===== config.mk =====
export PLATFORM = sky130hd
export DESIGN_NAME = indirect_csr_target
export DESIGN_NICKNAME = d
export VERILOG_FILES = /design/src/rtl/indirect_csr_target.sv
export SDC_FILE = /design/constraint.sdc
export NUM_CORES = 1
export LEC_CHECK = 0
export CELL_PAD_IN_SITES_DETAIL_PLACEMENT = 1
export CELL_PAD_IN_SITES_GLOBAL_PLACEMENT = 2
export CORE_MARGIN = 3
export CORE_UTILIZATION = 34
export CTS_BUF_LIST = sky130_fd_sc_hd__clkbuf_16
export CTS_CLUSTER_DIAMETER = 60
export DETAILED_ROUTE_END_ITERATION = 10
export PLACE_DENSITY = 0.77
export SYNTH_ARGS = -nofsm -noshare
export SYNTH_HDL_FRONTEND = slang
export SYNTH_SLANG_ARGS = --single-unit

===== constraint.sdc =====
create_clock -name clk -period 7.9 [get_ports clk]
set_clock_uncertainty 0.2 [all_clocks]
set_input_delay 1.58 -clock clk [delete_from_list [all_inputs] [get_ports clk]]
set_output_delay 1.58 -clock clk [all_outputs]
set_load 0.02 [all_outputs]

===== src/rtl/indirect_csr_target.sv =====
`default_nettype none
// ============================================================================
// Module   : indirect_csr_target
// Brief    : 64-bit CSR target with DFH, scratchpads and a STAT counter
//            register. Optional macro INDIRECT_CSR_BYTE_EN enables byte-masked
//            scratch writes.
// Revision : 1.0
// ============================================================================
module indirect_csr_target #(
    parameter int          NUM_SCRATCH = 1,
    parameter logic [63:0] DFH_VALUE   = 64'h3_00000_001000_0020,
    parameter int          ADDR_W      = 12
) (
    input  logic              clk,
    input  logic              rst,
    input  logic              req_valid,
    output logic              req_ready,
    input  logic              req_write,
    input  logic [ADDR_W-1:0] req_addr,
    input  logic [63:0]       req_wdata,
    input  logic [7:0]        req_be,
    output logic              rsp_valid,
    input  logic              rsp_ready,
    output logic [63:0]       rsp_rdata,
    output logic              rsp_err
);
    localparam int                WORD_W   = ADDR_W - 3;
    localparam logic [WORD_W-1:0] STAT_IDX = WORD_W'(NUM_SCRATCH + 1);
    localparam logic [15:0]       CNT_MAX  = 16'hFFFF;

    logic [63:0] scratch_q [NUM_SCRATCH];
    logic [63:0] scratch_d [NUM_SCRATCH];
    logic [15:0] wr_cnt_q, wr_cnt_d;
    logic [15:0] rd_cnt_q, rd_cnt_d;
    logic [15:0] err_cnt_q, err_cnt_d;
    logic        sticky_q, sticky_d;
    logic        rsp_valid_q, rsp_valid_d;
    logic [63:0] rsp_rdata_q, rsp_rdata_d;
    logic        rsp_err_q, rsp_err_d;

    logic              w_accept;
    logic              w_misaligned;
    logic              w_is_dfh;
    logic              w_is_scr;
    logic              w_is_stat;
    logic              w_err;
    logic              w_clr_be;
    logic              w_stat_clear;
    logic [WORD_W-1:0] w_word;
    logic [63:0]       w_wmask;
    logic [63:0]       w_rdval;

    assign req_ready = !rsp_valid_q || rsp_ready;
    assign w_accept  = req_valid && req_ready;

    assign w_word       = req_addr[ADDR_W-1:3];
    assign w_misaligned = |req_addr[2:0];
    assign w_is_dfh     = (w_word == '0);
    assign w_is_scr     = (w_word != '0) && (w_word <= WORD_W'(NUM_SCRATCH));
    assign w_is_stat    = (w_word == STAT_IDX);
    assign w_err        = w_misaligned || !(w_is_dfh || w_is_scr || w_is_stat)
                          || (w_is_dfh && req_write);

`ifdef INDIRECT_CSR_BYTE_EN
    for (genvar b = 0; b < 8; b++) begin : g_be_mask
        assign w_wmask[8*b +: 8] = {8{req_be[b]}};
    end
    assign w_clr_be = req_be[0];
`else
    logic w_unused_be;
    assign w_unused_be = ^req_be;
    assign w_wmask     = '1;
    assign w_clr_be    = 1'b1;
`endif

    // The clear bit is only honoured on a well-formed STAT write.
    assign w_stat_clear = w_accept && req_write && w_is_stat && !w_misaligned
                          && req_wdata[0] && w_clr_be;

    always_comb begin
        w_rdval = '0;
        if (w_is_dfh) begin
            w_rdval = DFH_VALUE;
        end else if (w_is_stat) begin
            w_rdval = {sticky_q, 15'd0, err_cnt_q, rd_cnt_q, wr_cnt_q};
        end else begin
            for (int i = 0; i < NUM_SCRATCH; i++) begin
                if (w_word == WORD_W'(i + 1)) begin
                    w_rdval = scratch_q[i];
                end
            end
        end
    end

    always_comb begin
        scratch_d   = scratch_q;
        wr_cnt_d    = wr_cnt_q;
        rd_cnt_d    = rd_cnt_q;
        err_cnt_d   = err_cnt_q;
        sticky_d    = sticky_q;
        rsp_valid_d = rsp_valid_q;
        rsp_rdata_d = rsp_rdata_q;
        rsp_err_d   = rsp_err_q;

        if (w_accept) begin
            rsp_valid_d = 1'b1;
            rsp_err_d   = w_err;
            rsp_rdata_d = (w_err || req_write) ? 64'd0 : w_rdval;

            if (req_write) begin
                wr_cnt_d = (wr_cnt_q == CNT_MAX) ? wr_cnt_q : wr_cnt_q + 16'd1;
            end else begin
                rd_cnt_d = (rd_cnt_q == CNT_MAX) ? rd_cnt_q : rd_cnt_q + 16'd1;
            end

            if (w_err) begin
                err_cnt_d = (err_cnt_q == CNT_MAX) ? err_cnt_q : err_cnt_q + 16'd1;
                sticky_d  = 1'b1;
            end

            if (w_stat_clear) begin
                wr_cnt_d  = '0;
                rd_cnt_d  = '0;
                err_cnt_d = '0;
                sticky_d  = 1'b0;
            end

            for (int i = 0; i < NUM_SCRATCH; i++) begin
                if (req_write && !w_err && (w_word == WORD_W'(i + 1))) begin
                    scratch_d[i] = (scratch_q[i] & ~w_wmask) | (req_wdata & w_wmask);
                end
            end
        end else if (rsp_ready) begin
            rsp_valid_d = 1'b0;
        end
    end

    always_ff @(posedge clk or posedge rst) begin
        if (rst) begin
            for (int i = 0; i < NUM_SCRATCH; i++) begin
                scratch_q[i] <= '0;
            end
            wr_cnt_q    <= '0;
            rd_cnt_q    <= '0;
            err_cnt_q   <= '0;
            sticky_q    <= 1'b0;
            rsp_valid_q <= 1'b0;
            rsp_rdata_q <= '0;
            rsp_err_q   <= 1'b0;
        end else begin
            scratch_q   <= scratch_d;
            wr_cnt_q    <= wr_cnt_d;
            rd_cnt_q    <= rd_cnt_d;
            err_cnt_q   <= err_cnt_d;
            sticky_q    <= sticky_d;
            rsp_valid_q <= rsp_valid_d;
            rsp_rdata_q <= rsp_rdata_d;
            rsp_err_q   <= rsp_err_d;
        end
    end

    assign rsp_valid = rsp_valid_q;
    assign rsp_rdata = rsp_rdata_q;
    assign rsp_err   = rsp_err_q;

endmodule
`default_nettype wire


==> results of run 1 <==
## cells in the final DEF, fill, tap and decap left out, drive strengths merged, types with 7 or more instances in the layout
master         count
a21oi             19
mux2              64
clkdlybuf4s50    147
nand4             11
dfrtp            179
or3                9
buf                7
nand2             72
o21ai             59
a22oi             47
xnor2             19
inv               17
nor4              15
clkbuf            17
o31ai             13
nand3             21
a22o              13
nor2              29
## cells in the mapped netlist (10+ instances only)
library cell / instances
a21oi_1: 19
a22o_1: 13
o21ai_0: 29
nand3_1: 21
clkbuf_1: 28
inv_1: 12
nand4_1: 11
nor4_1: 13
a22oi_1: 47
dfrtp_1: 179
o21ai_1: 28
o31ai_1: 13
buf_6: 10
mux2_2: 59
nand2_1: 72
nor2_1: 29
xnor2_1: 19
## state kept, by name, indices dropped and copies added (netlist names)
name and cells:
rsp_rdata 64, scratch_q 64, err_cnt_q 16, rd_cnt_q 16, wr_cnt_q 16, rsp_err 1
rsp_valid 1, sticky_q 1
## worst max-delay path, delay by kind of cell
kind	cells	cell delay [ns]
mux	1	0.40
simple gates	3	2.17
buf+inv	2	0.99
## layout make-up
cell class	instances	area, um^2	share of cell area [%]
timing repair buffer	154	1520	15.0
tap	285	357	3.52
sequential	179	4480	44.2
inverter	12	50.0	0.494
clock inverter	15	164	1.62
multi-input combinational	459	3140	30.9
clock buffer	17	425	4.20
## where the power goes
part	leakage (nW)	internal [mW]	switching [mW]
Combinational	1.50	0.0907	0.102
Clock	0.298	0.496	0.373
Sequential	2.42	0.963	0.0800
Total	4.21	1.55	0.555
## cell families after synthesis
logic type,after synthesis
compound gates,174
xor+xnor,21
fa+ha+maj,3
buf+inv,56
flops,179
mux,66
simple gates,195
## through the flow
step,utilization (%),worst slack [ns],area [um^2]
detailed placement,42.0,2.37,9550
CTS,44.6,2.83,10100
floorplan,-,1.26,7890
global placement,42.0,2.57,9550
global route,44.6,2.63,10100
finish,44.6,2.83,10100
## how the worst max path moves through the flow
stage                            from            end  slack, ns
after floorplan                   rst   err_cnt_q[0]       1.26
after global placement    req_addr[8]  scratch_q[20]       2.57
after detailed placement  req_addr[8]  scratch_q[58]       2.37
after CTS                 req_addr[8]  scratch_q[58]       2.83
after global routing      req_addr[8]   scratch_q[0]       2.63
final                     req_addr[8]  scratch_q[58]       2.83
## per-layer routing
layer  up-vias  GRT usage [%]
met2       110           31.6
met1      3131           23.1
met3        22           3.37
met5         -              0
li1       2808              -
met4         2           4.75
==> qor.csv, run 1 <==
metric;value;unit
fmax;197;MHz
cts_root_buf;clkbuf_16;
final_antenna_net_count;0;
syn_inst;694;
synth_top_family_by_area;compound AO/OA/AOI/OAI gates;
fp.dieArea;25100;um^2
final_max_slew_viol_count;0;
io_buffers;147;
synth_cell_type_count;52;
synth_area_per_cell;11.4;um^2
drt_wl_total;22000;um
cp_max_fo;31;
relSlewSlack;15.3;%
cp_data_arrival_time;5.18;ns
post-cts-setup-buffer-count;0;
vias;6073;
dp.cells;1089;
ys_seq_elements;179;
p_leak;4.21;nW
synth-simple-area-share;12.7;%
avgViaCountPerCell;5.42;
fin_tns_setup;0;ns
hold_violations;0;
slowest_delay;1.14;ns
holdPathStages;2;
fin_crit_sh;64.2;%
setup_viol;0;
cts_made_buffers;17;
p_per_area;208;nW/um^2
synth-compound-area-share;14.6;%
postSynth.asyncResetShare;100;%
path_clk_slew;0.06;ns
fillers;2438;
area_growth;28.5;%
top_layer;met5;
holdPathEnd;rsp_rdata[5];
hpwl;14500;um
synth_top_area_cell;dfrtp_1;
nNetsFinal;915;
timing.final.crit_period;5.07;ns
final_cells;1121;
ys_top_cells_by_area;dfrtp_1, mux2_2, a22oi_1, nand2_1, xnor2_1;
hold_buffers;0;
syn_nets;786;
wl_met2;11200;um
synth_edf_count;0;
wl_met3;807;um
end_kind;flop;
critPathRequiredTime;8.01;ns
grt_pass1_vias;6659;
syn_area;7890;um^2
ys.flop_type;dfrtp_1;
grt_pass1_wl;35700;um
cp-start-kind;input pin;
yosysWarningCount;0;
r2r_end;scratch_q[58];
rrSetupSlack;4.09;ns
cts_buffer_depth;2;
hp-start;rsp_rdata[5];
cts_resized;0;
coreArea;22700;um^2
diodes;0;
synth-adder-area-share;0.476;%
cts_num_sinks;179;
crit_slowest_cell;nor4_4;
rsz0062_at_grt;false;
track_usage;18.0;%
wire_per_inst;19.7;um
ys_seq_area_share;56.8;%
synth_xor_area_share;2.33;%
synth_top_area_share;56.8;%
drc_errors;0;
drive_above_1_share;13.0;%
worst_slew_pin_slew;1.26;ns
gr-total-overflow;0;
tritoncts;done;
grt_max_degree;115;
clk_latency;0.43;ns
cp_cell_sequence;clkdlybuf4s50_1, nor4_1, nand2_1, nor4_4, buf_4, mux2_2;
hp-class;reg -> reg;
die_w;158;um
max-vdd-ir-drop;0.0000941;V
gp_congestion;0.779;
h-tree-depth;4;
critPathKind;in -> reg;
outcome;completed;
initial_core_util;34.7;%
first_pass_iters;4;
wl_met1;9810;um
rows;55;
die_height;158;um
antenna_found_initial;1;
reg2reg_depth;6;
drt-initial-drc-count;195;
design.portCount;156;
p_total;2.10;mW
synth_mux_area_share;9.39;%
cap_violations;0;
reg2reg_from;rsp_valid;
holdWs;0.286;ns
Note: power is estimated with default switching activity, not from simulation.
==> run 2, diff against run 1 <==
- CORE_UTILIZATION: 34 -> 30
- PLACE_DENSITY: 0.77 -> 0.71
- clock period: 7.9 -> 4.5 ns (I/O delays scaled with it)
==> qor.csv, run 2 (synthesized netlist as in run 1, its figures left out) <==
metric;value;unit
outcome;completed;
p_per_area;367;nW/um^2
fmax;287;MHz
die_w;168;um
p_leak;4.25;nW
cp_max_fo;47;
rsz0062_at_grt;false;
drt-initial-drc-count;281;
hp-start;rsp_rdata[41];
path_clk_slew;0.07;ns
reg2reg_from;rsp_valid;
drive_above_1_share;13.7;%
r2r_end;rsp_rdata[35];
fillers;2748;
h-tree-depth;4;
coreArea;25500;um^2
cp_data_arrival_time;3.61;ns
p_total;3.78;mW
drt_wl_total;22600;um
dp.cells;1139;
slowest_delay;0.70;ns
antenna_found_initial;2;
vias;6059;
final_antenna_net_count;0;
sw_frac_of_total;26.3;%
hold_violations;0;
relSlewSlack;20.6;%
grt_pass1_vias;6786;
rrSetupSlack;1.64;ns
hold_buffers;0;
critPathKind;in -> reg;
startpoint;req_addr[8];
cts_resized;0;
post-cts-setup-buffer-count;0;
fin_ws;1.02;ns
end_kind;flop;
grt_use_met1;22.0;%
track_usage;16.4;%
cap_violations;0;
wire_per_inst;19.3;um
crit_slowest_cell;or2_2;
die_height;168;um
tritoncts;done;
first_pass_iters;4;
worst_slew_pin_slew;1.19;ns
nNetsFinal;920;
p_sw;0.995;mW
holdPathStages;2;
final_max_slew_viol_count;0;
setup_viol;0;
final_common_cell;dfrtp_1;
holdPathEnd;rsp_rdata[41];
intPower;2.79;mW
io_buffers;147;
gr-total-overflow;0;
comb_power_share;9.1;%
initial_core_util;30.9;%
reg2reg_depth;5;
drc_errors;0;
seqPwrFrac;48.4;%
use_met2;27.7;%
max-vdd-ir-drop;0.000214;V
final_cells;1173;
grt_pass1_wl;37500;um
met3_usage;3.43;%
cts_buffer_depth;2;
critPathRequiredTime;4.63;ns
fin_crit_sh;77.3;%
area_growth;30.7;%
grt_max_degree;180;
final_cell_mix;dfrtp_1, clkdlybuf4s50_1, nand2_1, mux2_2, a22oi_1;
clk_latency;0.42;ns
design.portCount;156;
hpwl;14800;um
fin_tns_setup;0;ns
cp-start-kind;input pin;
p_clk_share;42.5;%
gp_congestion;0.769;
avgViaCountPerCell;5.17;
timing.final.crit_period;3.48;ns
place_ws;0.550;ns
cp_cell_sequence;clkdlybuf4s50_1, nor4_1, nand2_1, or3_4, or2_2, o21ai_0;
cts_root_buf;clkbuf_16;
cts_num_sinks;179;
rows;58;
fp.dieArea;28300;um^2
grt_busiest_layer;met2;
cts_made_buffers;17;
hp-class;reg -> reg;
[run 2: cell types whose count changed in the layout (fill, tap and decap cells not counted)]
cell        change
buf_4           +2
clkinvlp_4      +2
inv_1           -1
diode_2         +2
clkinv_4        +3
inv_6           -1
buf_12          +3
bufinv_16       +1
clkinv_2        -4
[run 2: metrics by stage]
stage	instance area, um^2	hold WS, ns	utilization, %
global placement	9680	0.265	37.9
detailed placement	9680	0.273	37.9
CTS	10300	0.289	40.3
floorplan	7890	0.259	-
global route	10300	0.309	40.4
finish	10300	0.280	40.4
[run 2: area by class of cell]
type	instances	area (um^2)	share of cell area [%]
well taps	330	413	4.00
clock inverters	15	204	1.98
inverters	12	48.8	0.473
flip-flops and latches	179	4480	43.4
clock buffers	17	425	4.13
diodes	2	5.00	0.0485
repair buffers	159	1600	15.5
multi-input cells	459	3140	30.4
[run 2: worst max path at each step]
| stage | end | slack, ns | cells after the start |
|---|---|---|---|
| 2_1_floorplan | err_cnt_q[0] | 1.11 | 1 |
| 3_3_place_gp | rsp_rdata[34] | 0.68 | 6 |
| 3_5_place_dp | rsp_rdata[36] | 0.55 | 6 |
| 4_1_cts | rsp_rdata[35] | 1.02 | 6 |
| 5_1_grt | rsp_rdata[32] | 0.84 | 6 |
| 6_report | rsp_rdata[35] | 1.02 | 6 |
[run 2: power groups by stage]
stage / registers (mW) / clock network, mW / logic [mW]
2_1_floorplan: 1.80 / 0 / 0.226
3_3_place_gp: 1.86 / 0 / 0.326
3_5_place_dp: 1.86 / 0 / 0.347
4_1_cts: 1.83 / 1.66 / 0.351
5_1_grt: 1.85 / 1.73 / 0.392
6_report: 1.83 / 1.61 / 0.343
[run 2: routing by layer]
metal,part of all wire (%),wire length (um),up-vias
met5,0.088,20,-
met4,0.86,195,2
met3,3.7,839,18
met2,49,11100,118
met1,46,10400,3110
li1,-,-,2811
[run 2: worst max-delay path: cells and delay by family]
kind                   cells  cell delay (ns)
AOI/OAI and AO/OA          1             0.34
and+or+nand+nor            4             1.95
buffers and inverters      1             0.41
==> run 3, diff against run 2 <==
- clock period: 4.5 -> 3 ns (I/O delays scaled with it)
==> qor.csv, run 3 (synthesized netlist as in run 1, its figures left out) <==
metric;value;unit
rsz0062_at_grt;false;
place_ws;-0.301;ns
first_pass_iters;6;
dpl-instance-area;9980;um^2
fin_ws;0.122;ns
initial_core_util;30.9;%
cts_resized;0;
hpwl;15800;um
rows;58;
fin_tns_setup;0;ns
sw_frac_of_total;28.6;%
drive_above_1_share;16.8;%
drt-initial-drc-count;253;
clk_latency;0.43;ns
coreArea;25500;um^2
vias;6188;
fmax;347;MHz
grt_max_degree;68;
end_kind;flop;
fin_crit_sh;95.9;%
holdWs;0.285;ns
intPower;3.89;mW
cts_buffer_depth;2;
die_height;168;um
seqPwrFrac;50.4;%
die_w;168;um
fp.dieArea;28300;um^2
cts_root_buf;clkbuf_16;
grt_pass1_vias;6840;
area_growth;33.9;%
cp_max_fo;19;
critPathKind;in -> reg;
relSlewSlack;44.5;%
gp_congestion;0.766;
p_per_area;517;nW/um^2
hold_violations;0;
hold_buffers;0;
drt_wl_total;22800;um
design.portCount;156;
final_area;10600;um^2
wire_per_inst;19.0;um
worst_slew_pin_slew;0.832;ns
cap_violations;0;
drc_errors;0;
p_leak;4.39;nW
timing.final.crit_period;2.88;ns
avgViaCountPerCell;5.15;
p_sw;1.56;mW
max-vdd-ir-drop;0.000253;V
comb_power_share;9.8;%
cts_num_sinks;179;
cp_data_arrival_time;2.99;ns
post-cts-setup-buffer-count;0;
path_clk_slew;0.06;ns
tritoncts;done;
nNetsFinal;949;
final_common_cell;dfrtp_1;
hp-class;reg -> reg;
outcome;completed;
gr-total-overflow;0;
cp-start-kind;input pin;
p_clk_share;39.8;%
final_max_slew_viol_count;0;
final_cell_mix;dfrtp_1, clkdlybuf4s50_1, nand2_1, mux2_2, a22oi_1;
track_usage;16.4;%
final_antenna_net_count;0;
critPathRequiredTime;3.11;ns
cts_made_buffers;17;
antenna_found_initial;1;
grt_pass1_wl;37400;um
h-tree-depth;4;
io_buffers;147;
setup_viol;0;
run 3: cell types whose count changed in the layout (fill, tap and decap cells not counted), sizes merged:
cell	previous run	this run
inv	15	17
buf	12	41
clkinv	5	7
bufinv	4	0
run 3: routing by layer:
metal	track usage, %	routed length [um]	vias to the layer above
li1	-	-	2881
met1	21.7	10300	3180
met2	27.9	11300	108
met3	3.55	979	17
met4	3.34	170	2
met5	0	20	-
run 3: worst max-delay path, stage by stage:
cell and delay (ns):
clkdlybuf4s50_1 0.40, nor4_1 0.53, buf_4 0.21, nand2_1 0.06
buf_4 0.15, nor4_4 0.31, buf_4 0.20, buf_12 0.16
mux2_2 0.35
run 3: power groups by stage:
| stage | combinational (mW) | sequential, mW | clock [mW] |
|---|---|---|---|
| global route | 0.600 | 2.78 | 2.36 |
| CTS | 0.546 | 2.75 | 2.24 |
| floorplan | 0.339 | 2.70 | 0 |
| global placement | 0.508 | 2.79 | 0 |
| finish | 0.533 | 2.75 | 2.17 |
| detailed placement | 0.537 | 2.80 | 0 |
run 3: stage by stage:
step / total power, mW / instances / util, %
final: 5.46 / 1202 / 41.3
after global routing: 5.74 / 1200 / 41.3
after CTS: 5.54 / 1200 / 41.3
after detailed placement: 3.33 / 1168 / 39.1
after global placement: 3.30 / 1168 / 39.1
after floorplan: 3.04 / 694 / -
run 3: layout make-up:
type	count	area, um^2
Fill cell	2774	15000
Sequential cell	179	4480
Antenna cell	2	5.00
Clock inverter	15	148
Timing Repair Buffer	188	1900
Clock buffer	17	425
Multi-Input combinational cell	459	3140
Inverter	12	48.8
Tap cell	330	413
run 3: worst paths after layout:
check | startpoint | to | slack [ns] | cells past startpoint
max | req_addr[8] | scratch_q[41] | 0.12 | 9
min | rsp_rdata[41] | rsp_rdata[41] | 0.29 | 2
max reg2reg | wr_cnt_q[0] | wr_cnt_q[10] | 0.55 | 6
min reg2reg | rsp_rdata[41] | rsp_rdata[41] | 0.29 | 2
max in group asynchronous | rst | scratch_q[38] | 1.54 | 3
min in group asynchronous | rst | scratch_q[60] | 0.45 | 3
